--- config.mk ---
export PLATFORM = sky130hd
export DESIGN_NAME = control_unit
export DESIGN_NICKNAME = d
export VERILOG_FILES = /design/src/rtl/cu_pkg.sv /design/src/rtl/cu_wait_timer.sv /design/src/rtl/control_unit.sv
export SDC_FILE = /design/constraint.sdc
export NUM_CORES = 1
export LEC_CHECK = 0
export ABC_AREA = 1
export CAP_MARGIN = 20
export CELL_PAD_IN_SITES_DETAIL_PLACEMENT = 2
export CELL_PAD_IN_SITES_GLOBAL_PLACEMENT = 2
export CORE_MARGIN = 1
export CORE_UTILIZATION = 26
export DETAILED_ROUTE_END_ITERATION = 12
export HOLD_SLACK_MARGIN = 0.06
export PLACE_DENSITY = 0.82
export SLEW_MARGIN = 40
export SYNTH_ARGS = -nofsm -noshare
export SYNTH_HDL_FRONTEND = slang
export SYNTH_SLANG_ARGS = --single-unit
export TNS_END_PERCENT = 50
--- constraint.sdc ---
create_clock -name clk -period 1.4 [get_ports clk]
set_input_delay 0.42 -clock clk [delete_from_list [all_inputs] [get_ports clk]]
set_output_delay 0.42 -clock clk [all_outputs]
set_load 0.1 [all_outputs]
--- src/rtl/cu_pkg.sv ---
// Shared encodings for the accumulator machine: opcodes, sequencer states, ALU codes.
package cu_pkg;

  localparam int unsigned OPCODE_W = 3;
  localparam int unsigned ALU_OP_W = 2;

  // Opcode field of the instruction register
  localparam logic [OPCODE_W-1:0] OP_HLT = 3'b000;
  localparam logic [OPCODE_W-1:0] OP_LDA = 3'b001;
  localparam logic [OPCODE_W-1:0] OP_STA = 3'b010;
  localparam logic [OPCODE_W-1:0] OP_ADD = 3'b011;
  localparam logic [OPCODE_W-1:0] OP_SUB = 3'b100;
  localparam logic [OPCODE_W-1:0] OP_JMP = 3'b101;
  localparam logic [OPCODE_W-1:0] OP_JZ  = 3'b110;
  localparam logic [OPCODE_W-1:0] OP_NOP = 3'b111;

  // ALU operation select
  localparam logic [ALU_OP_W-1:0] ALU_PASS = 2'b00;
  localparam logic [ALU_OP_W-1:0] ALU_ADD  = 2'b01;
  localparam logic [ALU_OP_W-1:0] ALU_SUB  = 2'b10;

  // Sequencer state encoding
  typedef enum logic [2:0] {
    ST_INIT    = 3'd0,
    ST_FETCH   = 3'd1,
    ST_DECODE  = 3'd2,
    ST_EXEC_RD = 3'd3,
    ST_EXEC_WR = 3'd4,
    ST_HALT    = 3'd5
  } cu_state_e;

  // True for states that hold a memory request open until mem_ready
  function automatic logic is_mem_state(input cu_state_e st);
    return (st == ST_FETCH) || (st == ST_EXEC_RD) || (st == ST_EXEC_WR);
  endfunction

endpackage

--- src/rtl/cu_wait_timer.sv ---
// Wait-state watchdog: counts consecutive unanswered memory cycles and pulses
// timeout_c on the WAIT_LIMIT-th one.
module cu_wait_timer #(
  parameter int unsigned WAIT_LIMIT = 15,
  parameter int unsigned WCNT_W     = 8
) (
  input  logic clk,
  input  logic rst_n,
  input  logic wait_en,
  output logic timeout_c
);

  localparam logic [WCNT_W-1:0] LIMIT_M1 = WCNT_W'(WAIT_LIMIT - 1);

  logic [WCNT_W-1:0] cnt_q;

  // This cycle is the last permitted wait cycle and memory is still not ready
  always_comb begin
    timeout_c = wait_en && (cnt_q == LIMIT_M1);
  end

  // Count only uninterrupted waiting; any completion, state change or timeout restarts it
  always_ff @(posedge clk) begin
    if (!rst_n) begin
      cnt_q <= '0;
    end else if (!wait_en || timeout_c) begin
      cnt_q <= '0;
    end else begin
      cnt_q <= cnt_q + WCNT_W'(1);
    end
  end

endmodule

--- src/rtl/control_unit.sv ---
// Fetch/decode/execute sequencer for the 6-bit-address accumulator machine.
// Drives PC, IR, memory and accumulator strobes combinationally from state.
module control_unit
  import cu_pkg::*;
#(
  parameter int unsigned WAIT_LIMIT = 15,
  parameter int unsigned WCNT_W     = 8
) (
  input  logic       clk,
  input  logic       rst_n,
  input  logic [2:0] opcode,
  input  logic       acc_zero,
  input  logic       mem_ready,
  output logic       pc_clr,
  output logic       pc_load,
  output logic       pc_inc,
  output logic       ir_load,
  output logic       addr_sel,
  output logic       mem_rd,
  output logic       mem_wr,
  output logic       acc_load,
  output logic [1:0] alu_op,
  output logic       halted,
  output logic       bus_err
);

  cu_state_e state_q;
  cu_state_e state_d;
  cu_state_e cur_st;
  logic      wait_en;
  logic      timeout_c;
  logic      bus_err_q;

  // While reset is held the outputs already decode as INIT, so no request survives it
  always_comb begin
    cur_st  = rst_n ? state_q : ST_INIT;
    wait_en = is_mem_state(cur_st) && !mem_ready;
  end

  cu_wait_timer #(
    .WAIT_LIMIT (WAIT_LIMIT),
    .WCNT_W     (WCNT_W)
  ) u_wait_timer (
    .clk       (clk),
    .rst_n     (rst_n),
    .wait_en   (wait_en),
    .timeout_c (timeout_c)
  );

  // State register
  always_ff @(posedge clk) begin
    if (!rst_n) begin
      state_q <= ST_INIT;
    end else begin
      state_q <= state_d;
    end
  end

  // Sticky bus error, cleared only by reset
  always_ff @(posedge clk) begin
    if (!rst_n) begin
      bus_err_q <= 1'b0;
    end else if (timeout_c) begin
      bus_err_q <= 1'b1;
    end
  end

  // Next-state and strobe decode
  always_comb begin
    state_d  = cur_st;
    pc_clr   = 1'b0;
    pc_load  = 1'b0;
    pc_inc   = 1'b0;
    ir_load  = 1'b0;
    addr_sel = 1'b0;
    mem_rd   = 1'b0;
    mem_wr   = 1'b0;
    acc_load = 1'b0;
    alu_op   = ALU_PASS;
    halted   = 1'b0;

    unique case (cur_st)
      ST_INIT: begin
        pc_clr  = 1'b1;
        state_d = ST_FETCH;
      end

      ST_FETCH: begin
        addr_sel = 1'b0;
        mem_rd   = 1'b1;
        if (mem_ready) begin
          ir_load = 1'b1;
          pc_inc  = 1'b1;
          state_d = ST_DECODE;
        end else if (timeout_c) begin
          state_d = ST_HALT;
        end
      end

      ST_DECODE: begin
        case (opcode)
          OP_HLT:                 state_d = ST_HALT;
          OP_NOP:                 state_d = ST_FETCH;
          OP_JMP: begin
            pc_load = 1'b1;
            state_d = ST_FETCH;
          end
          OP_JZ: begin
            pc_load = acc_zero;
            state_d = ST_FETCH;
          end
          OP_LDA, OP_ADD, OP_SUB: state_d = ST_EXEC_RD;
          OP_STA:                 state_d = ST_EXEC_WR;
          default:                state_d = ST_HALT;
        endcase
      end

      ST_EXEC_RD: begin
        addr_sel = 1'b1;
        mem_rd   = 1'b1;
        case (opcode)
          OP_ADD:  alu_op = ALU_ADD;
          OP_SUB:  alu_op = ALU_SUB;
          default: alu_op = ALU_PASS;
        endcase
        if (mem_ready) begin
          acc_load = 1'b1;
          state_d  = ST_FETCH;
        end else if (timeout_c) begin
          state_d = ST_HALT;
        end
      end

      ST_EXEC_WR: begin
        addr_sel = 1'b1;
        mem_wr   = 1'b1;
        if (mem_ready) begin
          state_d = ST_FETCH;
        end else if (timeout_c) begin
          state_d = ST_HALT;
        end
      end

      ST_HALT: begin
        halted  = 1'b1;
        state_d = ST_HALT;
      end

      default: begin
        state_d = ST_HALT;
      end
    endcase
  end

  // Error flag is a plain view of its register
  always_comb begin
    bus_err = bus_err_q;
  end

endmodule
Yosys cells after proc, flatten, opt, wreduce, memory -nomap -nowiden:

Index checks and enable logic that the tools add are counted.

* bits in latches: 0
* register bits after elaboration: 12
* logic and storage cells: 50
* memories: 0
* bits in read-only memories: 0
* output and inout bits: 12
* input port bits: 7
* RAM bits: 0

* shift-type cells: 0
* equality and inequality tests: 13
* multiply operators: 0
* divide/modulo/power cells: 0
* muxes and demuxes: 18
* bitwise logic cells: 1
* reductions and logical operators: 14
* magnitude comparators: 0
* add/subtract/negate cells: 1

Operators with widths (number)
* 3-bit case mux with 4 select lines: 2
* 3-bit equality test (second input constant): 6
* 3-bit by 2-bit equality test with 1-bit output (second input constant): 4
* 3-bit 2-to-1 mux: 4
* 1-bit 2-to-1 mux: 9
* 8-bit by 1-bit adder with 8-bit output (second input constant): 1
* 8-bit by 4-bit equality test with 1-bit output (second input constant): 1
* 3-bit by 1-bit equality test with 1-bit output (second input constant): 2
* 3-bit logical NOT: 2
* 2-bit OR reduction: 3
* 3-bit OR reduction: 2
* 2-bit case mux with 2 select lines: 1
* 1-bit logical OR: 3
* 1-bit logical AND: 2
* 1-bit logical NOT: 2
* 2-bit 2-to-1 mux: 1
* 1-bit case mux with 2 select lines: 1
* 1-bit NOT: 1

Logic depth before layout (Yosys ltp):

Gate-level depths: netlist (run 1).

* word-level depth: 9
* mapped depth: 8

By module:

Synthesis (run 1) repeated with hierarchy kept, for this count alone.

* cells, all modules: 112
* area, all modules: 742.0 µm²

Modules (own cells, without submodules)
* cu_wait_timer: instances 1, cells each 53, area an instance 395.4 µm², sequential area each 160.2 µm²
* control_unit: instances 1, cells each 59, area an instance 346.6 µm², sequential area each 80.1 µm²

Worst setup path before layout (run 1):

No wires, ideal clock.

* path type: in2out
* from: input port rst_n
* to: output port alu_op[0]
* arrival time: 3.496 ns
* data required time: 0.980 ns
* stages on the path: 4
* slack: -2.516 ns
* cells stage by stage: nand2_2 > clkinv_2 > nand3_4 > nor4_1

* longest elaborated chain between the ends: 3

RTL lines
* start: declaration: RTL line control_unit.sv:10 `input logic rst_n,`
* 3-bit 2-to-1 mux: RTL line control_unit.sv:36 `cur_st = rst_n ? state_q : ST_INIT;`
* 3-bit by 2-bit equality test with 1-bit output: RTL line control_unit.sv:82 `unique case (cur_st)`
* 2-bit 2-to-1 mux: RTL line control_unit.sv:82
* end: declaration: RTL line control_unit.sv:22 `output logic [1:0] alu_op,`

No other way between the ends.

Worst setup path after layout (run 1):

* from: register state_q[0]
* to: output port pc_load

* longest elaborated chain between the ends: 3

RTL lines
* start: declaration: RTL line control_unit.sv:27 `cu_state_e state_q;`
* start signal: assignment: RTL line control_unit.sv:55 `state_q <= state_d;`
* 3-bit 2-to-1 mux: RTL line control_unit.sv:36
* 3-bit by 2-bit equality test with 1-bit output: RTL line control_unit.sv:82
* 1-bit 2-to-1 mux: RTL line control_unit.sv:82
* end: declaration: RTL line control_unit.sv:15 `output logic pc_load,`

No other way between the ends.

==> results.ini, run 1 <==
[synthesis]
synth_warnings=0
synth_seq_cells=12
synth_cell_types=25
syn_nets=111
synth.area.top_cells=dfxtp_1 32%, nor2_1 8.9%, inv_1 7.4%, nand3_4 6.9%, nand2_1 6.0%
synth_area_um2=757
yosysTopAreaCellShare_pct=31.7
synth.avg_cell_area_um2=7.42
yosysTopAreaCell=dfxtp_1
synthCells=102
synth_seq_area_share_pct=31.7

[place]
io_buffers=18
pre_cts_ws_ns=-0.995
post-dp-hpwl_mm=2.32
place_congestion=0.801

[timing]
fmax_ghz=0.535
skew_ns=0.000710
setup_slack_ns=-0.471
slew_headroom_pct=78.8
fin_crit_ns=1.87
fin_crit_sh_pct=134
slew_violations=0
worst_slew_pin_slew_ns=0.317
rsz0062_at_grt=yes
final_hold_viol_count=0
setup_viol=23
tns_ns=-4.73

[clock_tree]
cts_tree=done
holdBufCountCts=0
htree_levels=1
cts.path.max_buffers=2
numCtsBuffers=3
clock-sinks=12
clock_latency_ns=0.27
clkSlewWorstSetupHoldPaths_ns=0.07
cts_root_buffer=clkbuf_4

[drt]
vias_per_cell=4.78
ant_nets=0
first_pass_iters=5
via_count=904
wl_mm=3.75
drt_iter0_markers=13
wire_per_inst_um=19.8
drc=0

[run]
drv_cap=0

[worst_hold_path]
hold_end=u_wait_timer.cnt_q[7]
hp-start=u_wait_timer.cnt_q[7]
hp-class=reg2reg
min_path_cells=2

[power]
peakVddDrop_v=0.000540
leakage_nw=0.682
pwr_density_cell_nw_per_um2=560

[worst_setup_path]
cpPeakStageDelay_ns=0.37
reg2reg_depth=11
cp_slowest_cell=dfxtp_4
r2r-end=state_q[0]
crit_path_frequent_cell=nor3_4
end_kind=output port
timing.rr.start=state_q[2]
critical_path_arrival_ns=1.45
worstPathMaxFanout=2
startpoint_type=flop
worstPathCellList=buf_4 > nor3_4 > inv_2 > nor3_4 > buf_12
rrSetupSlack_ns=-0.20
crit_type=reg2out
crit_required_ns=0.98

[global_route]
gr-total-overflow=0
antenna_found_initial=0
grt_pass1_wl_mm=4.45
grt_most_used_layer=met2
grt_max_degree=9
grt_usage_pct=19.3
use_met2_pct=37.5
grt_pass1_vias=925
use_met3_pct=1.40
use_met1_pct=21.1

[cells_and_area]
final_common_cell=buf_4
drive_gt1_share_pct=57.0
area_delta_synth_final_pct=106
final_util_pct=56.5
nets=169
final_cell_mix=29 x buf_4, 15 x nor2_1, 12 x buf_12, 11 x nand2_1, 9 x dfxtp_1
antenna_cells=0

[outcome]
violations=setup timing
run_status=finished, violations left

[floorplan]
coreArea_um2=2760
dieArea_um2=3130
rows=19
initial_utilization_pct=27.5
die_h_um=56.0
pin_count=19
die_width_um=56.0

==> per-stage QoR <==
step | cell area [µm²] | std cells | hold slack [ns] | power, mW
floorplan | 840 | 102 | 0.441 | 0.504
global placement | 1310 | 170 | 0.460 | 0.608
detailed placement | 1310 | 170 | 0.469 | 0.620
CTS | 1400 | 176 | 0.470 | 0.852
global route | 1560 | 189 | 0.496 | 0.902
finish | 1560 | 189 | 0.490 | 0.872
==> critical path: cells and delay by family (launching register included) <==
family,cells,cell delay (ns)
buffers and inverters,3,0.43
AND/OR/NAND/NOR,2,0.38
flip-flops,1,0.37
==> state kept, by name (all words and copies together), names as in the netlist <==
signal,count
bus_err,1
state_q,3
u_wait_timer.cnt_q,8
==> repair_timing <==
action                     4_1_cts  5_1_grt
buffers inserted                 3       13
cloned                           0        0
pin swaps                        5       14
resized for setup               29       21
setup endpoints to repair       23       19
==> cells in the mapped netlist <==
master and number:
xnor2_1 2, clkinv_2 2, nand4_1 3, nor2_1 18, nand2_1 12, buf_4 1, nor3_2 1, a21oi_2 1
nand3b_4 1, or2_0 1, inv_1 15, ha_1 2, nor4_1 1, nand3b_1 2, nor3_1 3, a21oi_1 4
o21ai_0 3, xor2_1 1, nand3_1 6, nand2_2 5, or2_2 1, dfxtp_1 12, nand2_4 1, nor3b_2 1
nand3_4 3
==> cell families (layout without fill, tap and decap cells) <==
group	after synthesis	count (layout)	share of synthesized area, %
fa+ha+maj	2	2	3.31
flops	12	12	31.7
compound gates	8	8	5.78
buf+inv	18	74	9.75
xor+xnor	3	3	3.47
simple gates	59	59	45.9
==> report_power, final <==
group	internal, mW	leakage, nW	switching (mW)	total, mW
combinational	0.129	0.569	0.182	0.311
sequential	0.345	0.0992	0.0103	0.355
clock	0.0994	0.0138	0.105	0.205
total	0.574	0.682	0.298	0.872
==> worst max path at each step <==
stage,startpoint,end,cells past startpoint
final,state_q[0],pc_load,5
after global routing,state_q[0],pc_load,5
after CTS,state_q[1],pc_load,5
after detailed placement,rst_n,pc_load,6
after global placement,rst_n,pc_load,6
after floorplan,rst_n,alu_op[0],4
==> layout make-up <==
class	count	area, µm²
inverters	17	81.3
flip-flops and latches	12	251
fillers	280	1200
repair buffers	54	593
clock buffers	3	22.5
multi-input cells	72	571
well taps	31	38.8
==> layer usage <==
metal	wire (µm)	up-vias	share of wire, %
met5	0	-	0
met4	57	0	1.5
met3	57	7	1.5
met2	2070	17	55
met1	1560	440	42
li1	-	440	-
No activity file was read; power rests on OpenSTA's default activity.
==> run 2, diff against run 1 <==
--- a/config.mk
+++ b/config.mk
@@ -9,7 +9,7 @@
 export CAP_MARGIN = 20
 export CELL_PAD_IN_SITES_DETAIL_PLACEMENT = 2
 export CELL_PAD_IN_SITES_GLOBAL_PLACEMENT = 2
-export CORE_MARGIN = 1
+export CORE_MARGIN = 3
 export CORE_UTILIZATION = 26
 export DETAILED_ROUTE_END_ITERATION = 12
 export HOLD_SLACK_MARGIN = 0.06
==> run 2 against run 1 <==
  * The flow now stops in global routing (5_1_grt)
  * Synthesized area stayed put
  * Synthesized cell count stayed put
==> results.ini, run 2 <==
[outcome]
run_status=aborted with a tool error
haltStage=global routing (5_1_grt)
error_line=[ERROR DPL-0033] detailed placement checks failed during check placement.

[synthesis]
synth_warnings=0  ; unchanged
synth_cell_types=25  ; unchanged
synth_seq_area_share_pct=31.7  ; unchanged
synth_area_um2=757  ; unchanged
async_reset_ff_share_pct=0  ; unchanged
synth.area.top_cells=dfxtp_1 32%, nor2_1 8.9%, inv_1 7.4%, nand3_4 6.9%, nand2_1 6.0%
netlist_top_cells_count=18 x nor2_1, 15 x inv_1, 12 x dfxtp_1, 12 x nand2_1, 6 x nand3_1
yosysTopAreaCell=dfxtp_1
synthCells=102  ; unchanged
synth.avg_cell_area_um2=7.42  ; unchanged
synth_seq_cells=12  ; unchanged
syn_nets=111  ; unchanged
synth_flop_cell=dfxtp_1
yosysTopAreaCellShare_pct=31.7  ; unchanged
synth_most_common_cell=nor2_1
synth_edf_count=0  ; unchanged

[clock_tree]
clock-sinks=12  ; unchanged
numCtsBuffers=3  ; unchanged
holdBufCountCts=0  ; unchanged
cts.path.max_buffers=2  ; unchanged
cts_root_buffer=clkbuf_4
htree_levels=1  ; unchanged

[floorplan]
initial_utilization_pct=29.0  ; +1.5 points
pin_count=19  ; unchanged
die_width_um=60.0  ; +7.1%
rows=18  ; -1
die_h_um=60.0  ; +7.1%

[place]
io_buffers=18  ; unchanged
place_congestion=0.748  ; -6.7%
dpl_cell_area_um2=1320  ; +0.48%
post-dp-hpwl_mm=2.49  ; +7.3%

[timing]
crit_endpoint=pc_load
endpoint_type=top-level output

[global_route]
antenna_found_initial=0
grt_max_degree=9

## run 2: through the flow
stage	worst slack, ns	cells	utilization, %
2_1_floorplan	-0.695	102	-
3_3_place_gp	-0.847	170	50.3
3_5_place_dp	-0.956	170	50.3
4_1_cts	-0.456	181	56.3
## run 2: kinds of logic after synthesis
family	Yosys count	share of synthesized area [%]
AND/OR/NAND/NOR	59	45.9
buffers and inverters	18	9.75
XOR/XNOR	3	3.47
adder cells (fa/ha/maj)	2	3.31
flip-flops	12	31.7
AO/OA/AOI/OAI	8	5.78
## run 2: timing repair
action,CTS
gates resized for setup,34
endpoints found under the setup margin,23
buffers inserted,9
pin swaps,6
gates cloned,0
==> run 3, diff against run 2 <==
--- a/config.mk
+++ b/config.mk
@@ -7,13 +7,10 @@
 export LEC_CHECK = 0
 export ABC_AREA = 1
 export CAP_MARGIN = 20
-export CELL_PAD_IN_SITES_DETAIL_PLACEMENT = 2
-export CELL_PAD_IN_SITES_GLOBAL_PLACEMENT = 2
-export CORE_MARGIN = 3
-export CORE_UTILIZATION = 26
+export CORE_AREA = 3 3 64 66
 export DETAILED_ROUTE_END_ITERATION = 12
-export HOLD_SLACK_MARGIN = 0.06
-export PLACE_DENSITY = 0.82
+export DIE_AREA = 0 0 67 69
+export PLACE_DENSITY_LB_ADDON = 0.15
 export SLEW_MARGIN = 40
 export SYNTH_ARGS = -nofsm -noshare
 export SYNTH_HDL_FRONTEND = slang
==> run 3 against run 2 <==
  * The flow now finishes, with violations (setup timing)
==> results.ini, run 3 (synthesis gave the netlist of run 1 again) <==
[place]
place_congestion=0.838  ; +12%
pre_cts_ws_ns=-0.879  ; +0.0772 ns
post-dp-hpwl_mm=1.59  ; -36%
io_buffers=18  ; unchanged
dpl_cell_area_um2=1340  ; +1.7%

[timing]
slew_headroom_pct=82.3
setup_viol=13
fin_crit_sh_pct=124
setup_slack_ns=-0.332
slew_violations=0
fin_crit_ns=1.73
skew_ns=0.00221
worst_slew_pin_slew_ns=0.263
fmax_ghz=0.577
holdWs_ns=0.480
rsz0062_at_grt=yes
final_hold_viol_count=0

[drt]
drc=0
drt_iter0_markers=19
vias_per_cell=3.96
via_count=803
ant_nets=0
wl_mm=2.00
wire_per_inst_um=9.84
first_pass_iters=4

[clock_tree]
cts_tree=done
cts.path.max_buffers=2  ; unchanged
clock_latency_ns=0.23
numCtsBuffers=3  ; unchanged
clock-sinks=12  ; unchanged
cts_root_buffer=clkbuf_8
htree_levels=1  ; unchanged
clkSlewWorstSetupHoldPaths_ns=0.05

[cells_and_area]
area_delta_synth_final_pct=101
antenna_cells=0
final_common_cell=buf_4
drive_gt1_share_pct=55.5
top_register=u_wait_timer.cnt_q
fin_area_um2=1520
final_util_pct=41.9
nets=166
final_cell_mix=32 x buf_4, 15 x nor2_1, 12 x nand2_1, 12 x buf_12, 9 x dfxtp_1
largest_reg_flops=8

[worst_setup_path]
crit_required_ns=0.98
crit_type=in2out
cpPeakStageDelay_ns=0.32
end_kind=output port
startpoint_type=input pin
worstPathMaxFanout=4
critical_path_arrival_ns=1.31
worstPathCellList=clkdlybuf4s15_2 > buf_4 > nor4_4 > buf_12
cp_slowest_cell=nor4_4

[global_route]
grt_pass1_wl_mm=3.48
grt_pass1_vias=854
antenna_found_initial=0
grt_usage_pct=9.35
gr-total-overflow=0
grt_max_degree=9

[floorplan]
rows=22  ; +4
initial_utilization_pct=20.8  ; -8.1 points
coreArea_um2=3630
dieArea_um2=4620
pin_count=19  ; unchanged
die_h_um=69  ; +15%
die_width_um=67  ; +12%

[power]
fin_total_pwr_mw=0.949
combPwrFrac_pct=30.1
p_switching_mw=0.285
p_sw_share_pct=30.0
peakVddDrop_v=0.000466
leakage_nw=0.650
pwr_density_cell_nw_per_um2=623
p_seq_share_pct=37.6
p_int_mw=0.664
clockPowerShare_pct=32.4

[run]
drv_cap=0

[outcome]
violations=setup timing
run_status=finished, violations left

[worst_hold_path]
hp-class=reg2reg

-- run 3: power by group through the flow --
stage          Combinational [mW]  Sequential (mW)  Clock [mW]
6_report                    0.285            0.357       0.307
5_1_grt                     0.301            0.358       0.340
4_1_cts                     0.271            0.358       0.322
3_5_place_dp                0.247            0.365           0
3_3_place_gp                0.246            0.365           0
2_1_floorplan               0.140            0.364           0
-- run 3: area by class of cell --
cell class              instances  area, µm²
repair buffers                 51        549
clock buffers                   3       41.3
multi-input cells              72        546
inverters                      17       80.1
well taps                      48       60.1
flip-flops and latches         12        246
fillers                       383       2110
-- run 3: through the flow --
stage          setup TNS [ns]  cells
6_report                -2.86    203
4_1_cts                 -3.53    200
5_1_grt                 -4.56    203
3_5_place_dp           -15.21    188
2_1_floorplan           -4.67    102
3_3_place_gp           -15.04    188
-- run 3: worst paths after layout --
| kind | from | end | slack, ns | cells past startpoint |
|---|---|---|---|---|
| setup reg to reg | state_q[2] | state_q[0] | -0.06 | 9 |
| hold / removal | u_wait_timer.cnt_q[0] | u_wait_timer.cnt_q[0] | 0.48 | 1 |
| hold reg to reg | u_wait_timer.cnt_q[0] | u_wait_timer.cnt_q[0] | 0.48 | 1 |
| setup / recovery | opcode[2] | alu_op[0] | -0.33 | 4 |
-- run 3: critical path: cells and delay by family --
family | cells | cell delay, ns
AND/OR/NAND/NOR | 1 | 0.32
buffers and inverters | 3 | 0.57
-- run 3: what timing repair did --
action                     in CTS  in global routing
pin swaps                       8                  4
hold buffers                    0                  0
buffers inserted               10                  3
setup endpoints to repair      23                 23
gates resized for setup        29                  7
-- run 3: per-layer routing --
layer	up-vias	routed length [µm]	part of all wire (%)	track usage [%]
met3	0	55	2.8	1.47
li1	432	-	-	-
met2	11	1070	54	17.8
met1	360	872	44	10.5
met4	0	0	0	2.03
met5	-	0	0	0
==> run 4, diff against run 3 <==
==> constraint.sdc (replaced) <==
create_clock -name clk -period 1.6 [get_ports clk]
set_input_delay 0.48 -clock clk [delete_from_list [all_inputs] [get_ports clk]]
set_output_delay 0.48 -clock clk [all_outputs]
set_load 0.1 [all_outputs]
==> run 4 against run 3 <==
  * Die area stayed put
  * Clock-buffer cell count is 1 higher
  * Critical path type unchanged
  * Critical path depth is 3 higher
  * Sequential share of layout area is 0.52 points lower
  * Core utilization is 1.4 points higher
  * The flow still finishes with violations (setup timing)
  * Routed wire length is 4.1% higher
  * Non-clock buffer count is 3 lower
==> results.ini, run 4 (synthesis gave the netlist of run 1 again) <==
[outcome]
run_status=finished, violations left
violations=setup timing

[cells_and_area]
largest_reg_flops=8  ; unchanged
nets=163  ; -1.8%
multi_input_area_um2=582  ; +6.7%
final_cell_mix=24 x buf_4, 15 x nor2_1, 13 x buf_12, 11 x nand2_1, 9 x dfxtp_1
drive_gt1_share_pct=56.9  ; +1.4 points
num-fill-cells=364  ; -5.0%
top_register=u_wait_timer.cnt_q
seq_area_um2=246  ; unchanged
fin_area_um2=1570  ; +3.3%
final_common_cell=buf_4
area_delta_synth_final_pct=108
antenna_cells=0  ; unchanged

[timing]
rsz0062_at_grt=yes
worst_slew_pin_slew_ns=0.258  ; -0.00472 ns
fin_crit_sh_pct=114
fin_crit_ns=1.82
holdWs_ns=0.480  ; -0.000355 ns
slew_headroom_pct=82.6  ; +0.26 points
slew_violations=0  ; unchanged
tns_ns=-1.70  ; +1.16 ns
setup_slack_ns=-0.216  ; +0.116 ns
final_hold_viol_count=0  ; unchanged
skew_ns=0.00336  ; +0.00115 ns
setup_viol=11  ; -2
fmax_ghz=0.551

[clock_tree]
clock_latency_ns=0.24  ; about the same
htree_levels=1  ; unchanged
cts_tree=done
numCtsBuffers=3  ; unchanged
clock-sinks=12  ; unchanged
clkSlewWorstSetupHoldPaths_ns=0.05  ; about the same
cts.path.max_buffers=2  ; unchanged
cts_root_buffer=clkbuf_8

[drt]
ant_nets=0  ; unchanged
drt_iter0_markers=26  ; +7
first_pass_iters=3  ; -1
wire_per_inst_um=10.3  ; +5.1%
drc=0  ; unchanged
wl_mm=2.08  ; +4.1%
via_count=829  ; +3.2%
vias_per_cell=4.12  ; +4.3%

[worst_setup_path]
startpoint_type=input pin
crit_required_ns=1.12  ; +0.14 ns
end_kind=output port
rrSetupSlack_ns=0.14  ; +0.20 ns
r2r-end=state_q[0]
reg2reg_depth=11  ; +2
worstPathMaxFanout=3  ; -1
critical_path_arrival_ns=1.34  ; +0.03 ns
timing.rr.start=state_q[1]
crit_type=in2out

[global_route]
antenna_found_initial=0  ; unchanged
grt_pass1_wl_mm=3.56  ; +2.2%
grt_usage_pct=9.57  ; +0.22 points
gr-total-overflow=0  ; unchanged
grt_max_degree=9  ; unchanged
grt_pass1_vias=809  ; -5.3%

[place]
post-dp-hpwl_mm=1.66  ; +4.1%
io_buffers=18  ; unchanged
place_congestion=0.768  ; -8.3%
pre_cts_ws_ns=-0.737  ; +0.142 ns
dpl_cell_area_um2=1330  ; -0.65%

[power]
fin_total_pwr_mw=0.891  ; -6.1%
peakVddDrop_v=0.000756  ; +62%
leakage_nw=0.661  ; +1.7%
pwr_density_cell_nw_per_um2=567  ; -9.1%

[worst_hold_path]
min_path_cells=1  ; unchanged
hp-start=u_wait_timer.cnt_q[0]
hold_end=u_wait_timer.cnt_q[0]
hp-class=reg2reg

[floorplan]
rows=22  ; unchanged
die_width_um=67  ; unchanged
die_h_um=69  ; unchanged
dieArea_um2=4620  ; unchanged
initial_utilization_pct=20.8  ; unchanged
coreArea_um2=3630  ; unchanged
pin_count=19  ; unchanged

[run]
drv_cap=0  ; unchanged

## run 4: cell count changes in the layout (fill, tap and decap cells not counted), moves of 2 or more
cell / change
dlygate4sd2_1: -2
buf_4: -8
nand3_2: -2
nand3_4: +2
buf_6: +3
## run 4: timing repair
| item | CTS | global route |
|---|---|---|
| endpoints found under the setup margin | 23 | 11 |
| resized for setup | 39 | 13 |
| hold buffers | 0 | 0 |
| setup buffers | 4 | 6 |
| pin swaps | 7 | 5 |
## run 4: per-stage QoR
stage	util, %	instances
after floorplan	-	102
after global placement	36.6	187
after detailed placement	36.6	187
after CTS	40.8	195
after global routing	43.3	201
final	43.3	201
## run 4: layout make-up
type	count	share of cell area (%)
Multi-Input combinational cell	72	37.0
Timing Repair Buffer	48	34.9
Sequential cell	12	15.7
Inverter	17	5.09
Tap cell	48	3.82
Clock buffer	4	3.50
## run 4: power breakdown
part           internal (mW)  switching (mW)  leakage, nW
combinational          0.111           0.144        0.534
sequential             0.305         0.00869       0.0986
clock                  0.217           0.106       0.0288
## run 4: routing by layer
metal  GRT usage [%]  part of all wire, %  vias up
li1                -                    -      433
met1            10.7                   40      382
met2            17.9                   56       14
met3            2.93                  4.6        0
met4           0.676                    0        0
met5               0                    0        -
## run 4: worst max-delay path by stage
| stage | cells after the start | start | end |
|---|---|---|---|
| 2_1_floorplan | 4 | rst_n | alu_op[0] |
| 3_3_place_gp | 7 | rst_n | alu_op[0] |
| 3_5_place_dp | 7 | rst_n | alu_op[0] |
| 4_1_cts | 5 | state_q[1] | pc_load |
| 5_1_grt | 7 | rst_n | alu_op[0] |
| 6_report | 7 | rst_n | alu_op[0] |
## run 4: critical path, cell delays in order
cell      delay, ns
buf_8          0.08
buf_6          0.11
nand2_8        0.06
clkinv_8       0.05
nand3_4        0.07
nor4_4         0.27
buf_12         0.21
